==> config.mk <==
export PLATFORM = sky130hd
export DESIGN_NAME = tag_sync_arbiter
export DESIGN_NICKNAME = d
export VERILOG_FILES = /design/src/rtl/tag_arb_pkg.sv /design/src/rtl/lowest_prio_enc.sv /design/src/rtl/tag_sync_arbiter.sv
export SDC_FILE = /design/constraint.sdc
export NUM_CORES = 1
export LEC_CHECK = 0
export BUFFER_PORTS_ARGS = -buffer_cell sky130_fd_sc_hd__buf_2
export CAP_MARGIN = 10
export CORE_ASPECT_RATIO = 0.7
export CORE_MARGIN = 3
export CORE_UTILIZATION = 45
export CTS_CLUSTER_SIZE = 30
export DETAILED_ROUTE_END_ITERATION = 7
export GPL_ROUTABILITY_DRIVEN = 1
export PLACE_DENSITY = 0.63
export SLEW_MARGIN = 20
export SYNTH_ARGS = -nofsm -noshare
export SYNTH_HDL_FRONTEND = slang
export SYNTH_SLANG_ARGS = --single-unit
==> constraint.sdc <==
create_clock -name clk -period 11.9 [get_ports clk]
set_input_delay 2.38 -clock clk [delete_from_list [all_inputs] [get_ports clk]]
set_output_delay 2.38 -clock clk [all_outputs]
set_load 0.01 [all_outputs]
==> src/rtl/tag_arb_pkg.sv <==
// Shared types and helpers for the tag sync arbiter directory.
package tag_arb_pkg;

  typedef enum logic [2:0] {
    IDLE,
    MISS_WB,
    REFILL,
    SYNC_SCAN,
    SYNC_WB
  } arb_state_t;

  // Address is widened to 64 bits so one helper serves any ADDR_WIDTH/TAG_LSB.
  function automatic logic [63:0] tag_of(input logic [63:0] addr, input int unsigned lsb);
    return addr >> lsb;
  endfunction

endpackage

==> src/rtl/lowest_prio_enc.sv <==
// Lowest-index-first priority encoder: index of the lowest set bit plus any-set flag.
module lowest_prio_enc #(
  parameter int unsigned N = 8,
  localparam int unsigned W = (N > 1) ? $clog2(N) : 1
) (
  input  logic [N-1:0] vec,
  output logic [W-1:0] idx,
  output logic         any
);

  always_comb begin
    idx = '0;
    any = 1'b0;
    for (int unsigned i = N; i > 0; i--) begin
      if (vec[i-1]) begin
        idx = W'(i - 1);
        any = 1'b1;
      end
    end
  end

endmodule

==> src/rtl/tag_sync_arbiter.sv <==
// Fully associative tag directory with LRU-by-age replacement and an FSM
// sequencing victim write-back, refill and whole-cache sync.
module tag_sync_arbiter
  import tag_arb_pkg::*;
#(
  parameter int unsigned ENTRY_NUM  = 8,
  parameter int unsigned SEL_WIDTH  = $clog2(ENTRY_NUM),
  parameter int unsigned ADDR_WIDTH = 32,
  parameter int unsigned TAG_LSB    = 12,
  parameter int unsigned AGE_WIDTH  = 4
) (
  input  logic                          clk,
  input  logic                          rst,
  input  logic                          acc_req,
  input  logic                          acc_vwrite,
  input  logic                          acc_write,
  input  logic [ADDR_WIDTH-1:0]         acc_addr,
  output logic                          acc_ready,
  output logic                          hit,
  output logic [SEL_WIDTH-1:0]          hit_sel,
  input  logic                          flush_inv,
  input  logic                          sync_req,
  output logic                          sync_done,
  output logic                          wb_req,
  output logic [SEL_WIDTH-1:0]          wb_sel,
  output logic [ADDR_WIDTH-TAG_LSB-1:0] wb_tag,
  input  logic                          wb_ack,
  output logic                          refill_req,
  output logic [SEL_WIDTH-1:0]          refill_sel,
  input  logic [ADDR_WIDTH-1:0]         refill_pa,
  input  logic                          refill_valid
);

  localparam int unsigned TAG_W = ADDR_WIDTH - TAG_LSB;

  arb_state_t           state, state_nxt;
  logic [ENTRY_NUM-1:0] valid, dirty;
  logic [TAG_W-1:0]     tags [ENTRY_NUM];
  logic [AGE_WIDTH-1:0] ages [ENTRY_NUM];
  logic [SEL_WIDTH-1:0] victim, victim_c;
  logic                 sync_done_q;

  logic [TAG_W-1:0]     acc_tag, refill_tag;
  logic [ENTRY_NUM-1:0] hit_vec, max_vec, dirty_vec;
  logic [AGE_WIDTH-1:0] max_age;
  logic [SEL_WIDTH-1:0] hit_idx, inv_idx, age_idx, dirty_idx;
  logic                 hit_any, inv_any, age_any, dirty_any;
  logic                 idle, accepted, touch_en;
  logic [SEL_WIDTH-1:0] touch_sel;

  // Write-through writes leave no directory state behind.
  logic unused_sig;
  assign unused_sig = ^{acc_write, age_any};

  assign acc_tag    = TAG_W'(tag_of(64'(acc_addr), TAG_LSB));
  assign refill_tag = TAG_W'(tag_of(64'(refill_pa), TAG_LSB));
  assign dirty_vec  = valid & dirty;

  always_comb begin
    hit_vec = '0;
    max_vec = '0;
    max_age = '0;
    for (int unsigned i = 0; i < ENTRY_NUM; i++) begin
      hit_vec[i] = valid[i] && (tags[i] == acc_tag);
      if (ages[i] > max_age) max_age = ages[i];
    end
    for (int unsigned i = 0; i < ENTRY_NUM; i++)
      max_vec[i] = valid[i] && (ages[i] == max_age);
  end

  lowest_prio_enc #(.N(ENTRY_NUM)) u_hit_enc   (.vec(hit_vec),   .idx(hit_idx),   .any(hit_any));
  lowest_prio_enc #(.N(ENTRY_NUM)) u_inv_enc   (.vec(~valid),    .idx(inv_idx),   .any(inv_any));
  lowest_prio_enc #(.N(ENTRY_NUM)) u_age_enc   (.vec(max_vec),   .idx(age_idx),   .any(age_any));
  lowest_prio_enc #(.N(ENTRY_NUM)) u_dirty_enc (.vec(dirty_vec), .idx(dirty_idx), .any(dirty_any));

  assign idle      = (state == IDLE);
  assign acc_ready = idle && !flush_inv && !sync_req;
  assign accepted  = acc_req && acc_ready;
  assign hit       = accepted && hit_any;
  assign hit_sel   = hit_idx;
  assign victim_c  = inv_any ? inv_idx : age_idx;

  assign wb_req     = (state == MISS_WB) || (state == SYNC_WB);
  assign wb_sel     = victim;
  assign wb_tag     = tags[victim];
  assign refill_req = (state == REFILL);
  assign refill_sel = victim;
  assign sync_done  = sync_done_q;

  // Hits and refill installs share one aging pass: selected entry to 0, other valid entries +1.
  assign touch_en  = (accepted && hit_any) || (refill_req && refill_valid);
  assign touch_sel = refill_req ? victim : hit_idx;

  always_comb begin
    state_nxt = state;
    case (state)
      IDLE: begin
        if (flush_inv)                state_nxt = IDLE;
        else if (sync_req)            state_nxt = SYNC_SCAN;
        else if (accepted && !hit_any)
          state_nxt = (valid[victim_c] && dirty[victim_c]) ? MISS_WB : REFILL;
      end
      MISS_WB:   if (wb_ack) state_nxt = REFILL;
      REFILL:    if (refill_valid) state_nxt = IDLE;
      SYNC_SCAN: state_nxt = dirty_any ? SYNC_WB : IDLE;
      SYNC_WB:   if (wb_ack) state_nxt = SYNC_SCAN;
      default:   state_nxt = IDLE;
    endcase
  end

  always_ff @(posedge clk) begin
    if (rst) begin
      state       <= IDLE;
      valid       <= '0;
      dirty       <= '0;
      victim      <= '0;
      sync_done_q <= 1'b0;
      for (int unsigned i = 0; i < ENTRY_NUM; i++) begin
        tags[i] <= '0;
        ages[i] <= '0;
      end
    end else begin
      state       <= state_nxt;
      sync_done_q <= (state == SYNC_SCAN) && !dirty_any;

      if (touch_en) begin
        for (int unsigned i = 0; i < ENTRY_NUM; i++) begin
          if (SEL_WIDTH'(i) == touch_sel) ages[i] <= '0;
          else if (valid[i] && !(&ages[i])) ages[i] <= ages[i] + 1'b1;
        end
      end

      case (state)
        IDLE: begin
          if (flush_inv) begin
            valid <= '0;
            dirty <= '0;
            for (int unsigned i = 0; i < ENTRY_NUM; i++) ages[i] <= '0;
          end else if (accepted) begin
            if (hit_any) begin
              if (acc_vwrite) dirty[hit_idx] <= 1'b1;
            end else begin
              victim <= victim_c;
            end
          end
        end
        MISS_WB: if (wb_ack) dirty[victim] <= 1'b0;
        REFILL: begin
          if (refill_valid) begin
            tags[victim]  <= refill_tag;
            valid[victim] <= 1'b1;
            dirty[victim] <= 1'b0;
          end
        end
        SYNC_SCAN: if (dirty_any) victim <= dirty_idx;
        SYNC_WB:   if (wb_ack) dirty[victim] <= 1'b0;
        default: ;
      endcase
    end
  end

endmodule

==> impl_metrics.py <==
metrics = {
    "clock_network": {
        "path_clk_slew_ps": 70,
        "clk_path_buf_depth": 3,
        "cts_hold_buffers": 0,
        "cts_tree": "yes",
        "cts_sinks": 218,
        "htree_levels": 1,
        "cts-root-buf": "clkbuf_16",
        "cts_buffers": 23,
        "clock_latency_ps": 550,
    },
    "die": {
        "die_y_um": 157,
        "die_w_um": 222,
        "core-area_um2": 31600,
        "dieArea_um2": 34700,
        "ios": 107,
        "start_util": 0.463,
        "rows": 54,
    },
    "sta": {
        "drv_slew": 0,
        "hold_viol_final": 0,
        "finalClockSkew_ps": 43.5,
        "rsz0062_at_grt": "true",
        "worst_slew_pin_slew_ps": 1120,
        "setup_viol": 8,
        "postLayoutSetupSlackWorst_ps": -331,
        "timing.final.crit_share": 1.03,
        "relSlewSlack": 0.246,
        "fin_crit_ps": 12230,
        "max_clock_freq_mhz": 81.8,
    },
    "detailed_routing": {
        "drt-wirelength-per-cell_um": 23.1,
        "drcViolationCount": 0,
        "drt-total-wl_mm": 47.2,
        "viasPerCell": 5.85,
        "antenna_left": 0,
        "first_pass_iters": 6,
        "vias": 11984,
        "dr.first_iter.drc_count": 1326,
    },
    "place": {
        "portBuffers": 81,
        "placed_area_um2": 16500,
        "hpwl_mm": 33.4,
        "place_inst": 1962,
        "place.gp.congestion": 0.921,
        "place_ws_ps": -861,
    },
    "power_and_ir_drop": {
        "powerDensity_nw_per_um2": 159,
        "clockPowerShare": 0.282,
        "p_int_mw": 1.92,
        "ir_drop_mv": 0.111,
        "seq_power_share": 0.308,
        "power_frac_comb": 0.410,
        "p_total_mw": 2.85,
        "p_leak_nw": 6.80,
        "swShare": 0.326,
        "p_switching_uw": 929,
    },
    "synthesis": {
        "yosysTopAreaCell": "edfxtp_1",
        "avgSynthCellArea_um2": 10.3,
        "async_reset_ff_frac": 0,
        "ys.flop_type": "edfxtp_1",
        "synth.distinct_cells": 79,
        "syn_nets": 1520,
        "synth_top_area_frac": 0.361,
        "yosysSeqAreaShare": 0.419,
        "synthCells": 1418,
        "synth_enable_flop_cells": 176,
        "synth_common_cells": "edfxtp_1 (176), and2_1 (167), xnor2_1 (161), nor2_1 (99), clkbuf_1 (69)",
        "yosys.cell_count.top_type": "edfxtp_1",
        "ys_ff_latch": 218,
        "synth_area_leaders": "edfxtp_1 (36%), xnor2_1 (9.6%), and2_1 (7.1%), mux4_2 (6.2%), dfxtp_1 (5.7%)",
        "post_synth_instance_area_um2": 14600,
        "ys.warnings.count": 0,
    },
    "min_path": {
        "hp-class": "reg -> reg",
    },
    "setup_path": {
        "crit_type": "reg -> reg",
        "cpMaxStageDelayCell": "or4_4",
        "critPathCapture": "state[1]",
        "critPathMaxStageDelay_ps": 440,
        "worstPathRequired_ps": 12340,
        "critical_path.max_fanout": 5,
        "reg2reg_from": "ages[0][0]",
        "critical_path.reg2reg.endpoint": "state[1]",
        "critPathArrivalTime_ps": 12670,
        "r2r_slack_ps": -330,
        "worst_setup_path_end_kind": "flip-flop",
        "startpoint_type": "flip-flop",
        "reg2reg_depth": 69,
        "crit_start": "ages[0][0]",
    },
    "global_route": {
        "antenna_found_initial": 4,
        "gr-usage-all-layers": 0.266,
        "grt_pass1_wl_mm": 70.0,
        "grt_max_degree": 41,
        "overflow": 0,
        "grt_pass1_vias": 11431,
    },
    "finish": {
        "nets": 1713,
        "finalNonFillerCells": 2047,
        "area_growth_pct": 22.5,
        "drive_gt1_frac": 0.298,
        "final_cell_area_um2": 17900,
    },
    "outcome": {
        "violations": "setup timing",
        "status": "finished, violations left",
    },
    "run": {
        "drv_cap": 0,
    },
}
[final cells by class]
type | instances | area [um2]
Sequential cell | 218 | 6130
Fill cell | 2693 | 13700
Antenna cell | 1 | 2.50
Clock buffer | 27 | 591
Timing Repair Buffer | 252 | 1730
Tap cell | 420 | 526
Multi-Input combinational cell | 1064 | 8530
Clock inverter | 13 | 229
Inverter | 52 | 195
[registers in the layout (all words and copies together), names as in the netlist, named ones only]
register	count
ages	32
dirty	8
refill_sel	3
state	3
sync_done	1
tags	160
valid	8
[cell families after synthesis]
group	synth area share
simple gates	0.200
flops	0.419
compound gates	0.102
xor+xnor	0.125
buf+inv	0.0363
mux	0.0922
fa+ha+maj	0.0263
[stage by stage]
step           TNS (ps)   util  hold WS, ps
2_1_floorplan         0      -          497
5_1_grt           -5960  0.567          574
4_1_cts           -1270  0.558          543
6_report          -1420  0.567          545
3_3_place_gp      -3540  0.520          522
3_5_place_dp      -5250  0.520          531
[cells in the final DEF (no fill, tap or decap), types with 35 or more instances in the layout]
| master | n |
|---|---|
| nand2_1 | 59 |
| o21ai_0 | 35 |
| a21oi_1 | 40 |
| xor2_1 | 47 |
| nand4_1 | 39 |
| dfxtp_1 | 40 |
| xnor2_1 | 160 |
| inv_1 | 43 |
| nand3_1 | 49 |
| buf_4 | 165 |
| buf_2 | 81 |
| edfxtp_1 | 176 |
| and2_1 | 164 |
| nor2_1 | 95 |
| mux4_2 | 40 |
[per-layer routing]
metal  share of wire  global-route usage  vias to the layer above
li1                -                   -                     5494
met1            0.46               0.402                     5859
met2            0.40               0.369                      570
met3            0.13               0.100                       53
met4           0.013              0.0390                        8
met5          0.0010                   0                        -
[how the worst min path moves through the flow]
stage | cells after the start | endpoint | from
finish | 2 | ages[1][0] | ages[1][0]
global route | 2 | ages[1][0] | ages[1][0]
CTS | 2 | ages[1][0] | ages[1][0]
detailed placement | 2 | ages[1][0] | ages[1][0]
global placement | 2 | dirty[2] | dirty[2]
floorplan | 2 | ages[1][0] | ages[1][0]
[worst max-delay path: cells and delay by family (launching register included)]
family | cells | cell delay, ps
mux | 6 | 1550
simple gates | 21 | 3070
buf+inv | 12 | 1080
fa+ha+maj | 9 | 2140
flops | 1 | 410
compound gates | 21 | 3820
[repair_timing]
| item | in CTS | in global routing |
|---|---|---|
| setup endpoints to repair | 8 | 8 |
| gates resized for setup | 36 | 36 |
| setup buffers | 30 | 16 |
| hold endpoints to repair | 0 | 0 |
| pin swaps | 38 | 44 |
[power by group through the flow]
stage          Clock, mW  Combinational [mW]  Sequential [mW]
6_report           0.803                1.17            0.880
5_1_grt            0.840                1.25            0.883
4_1_cts            0.811                1.06            0.879
3_5_place_dp           0               0.974            0.895
3_3_place_gp           0               0.959            0.894
2_1_floorplan          0               0.607            0.883
Note: power is estimated with default switching activity, not from simulation.
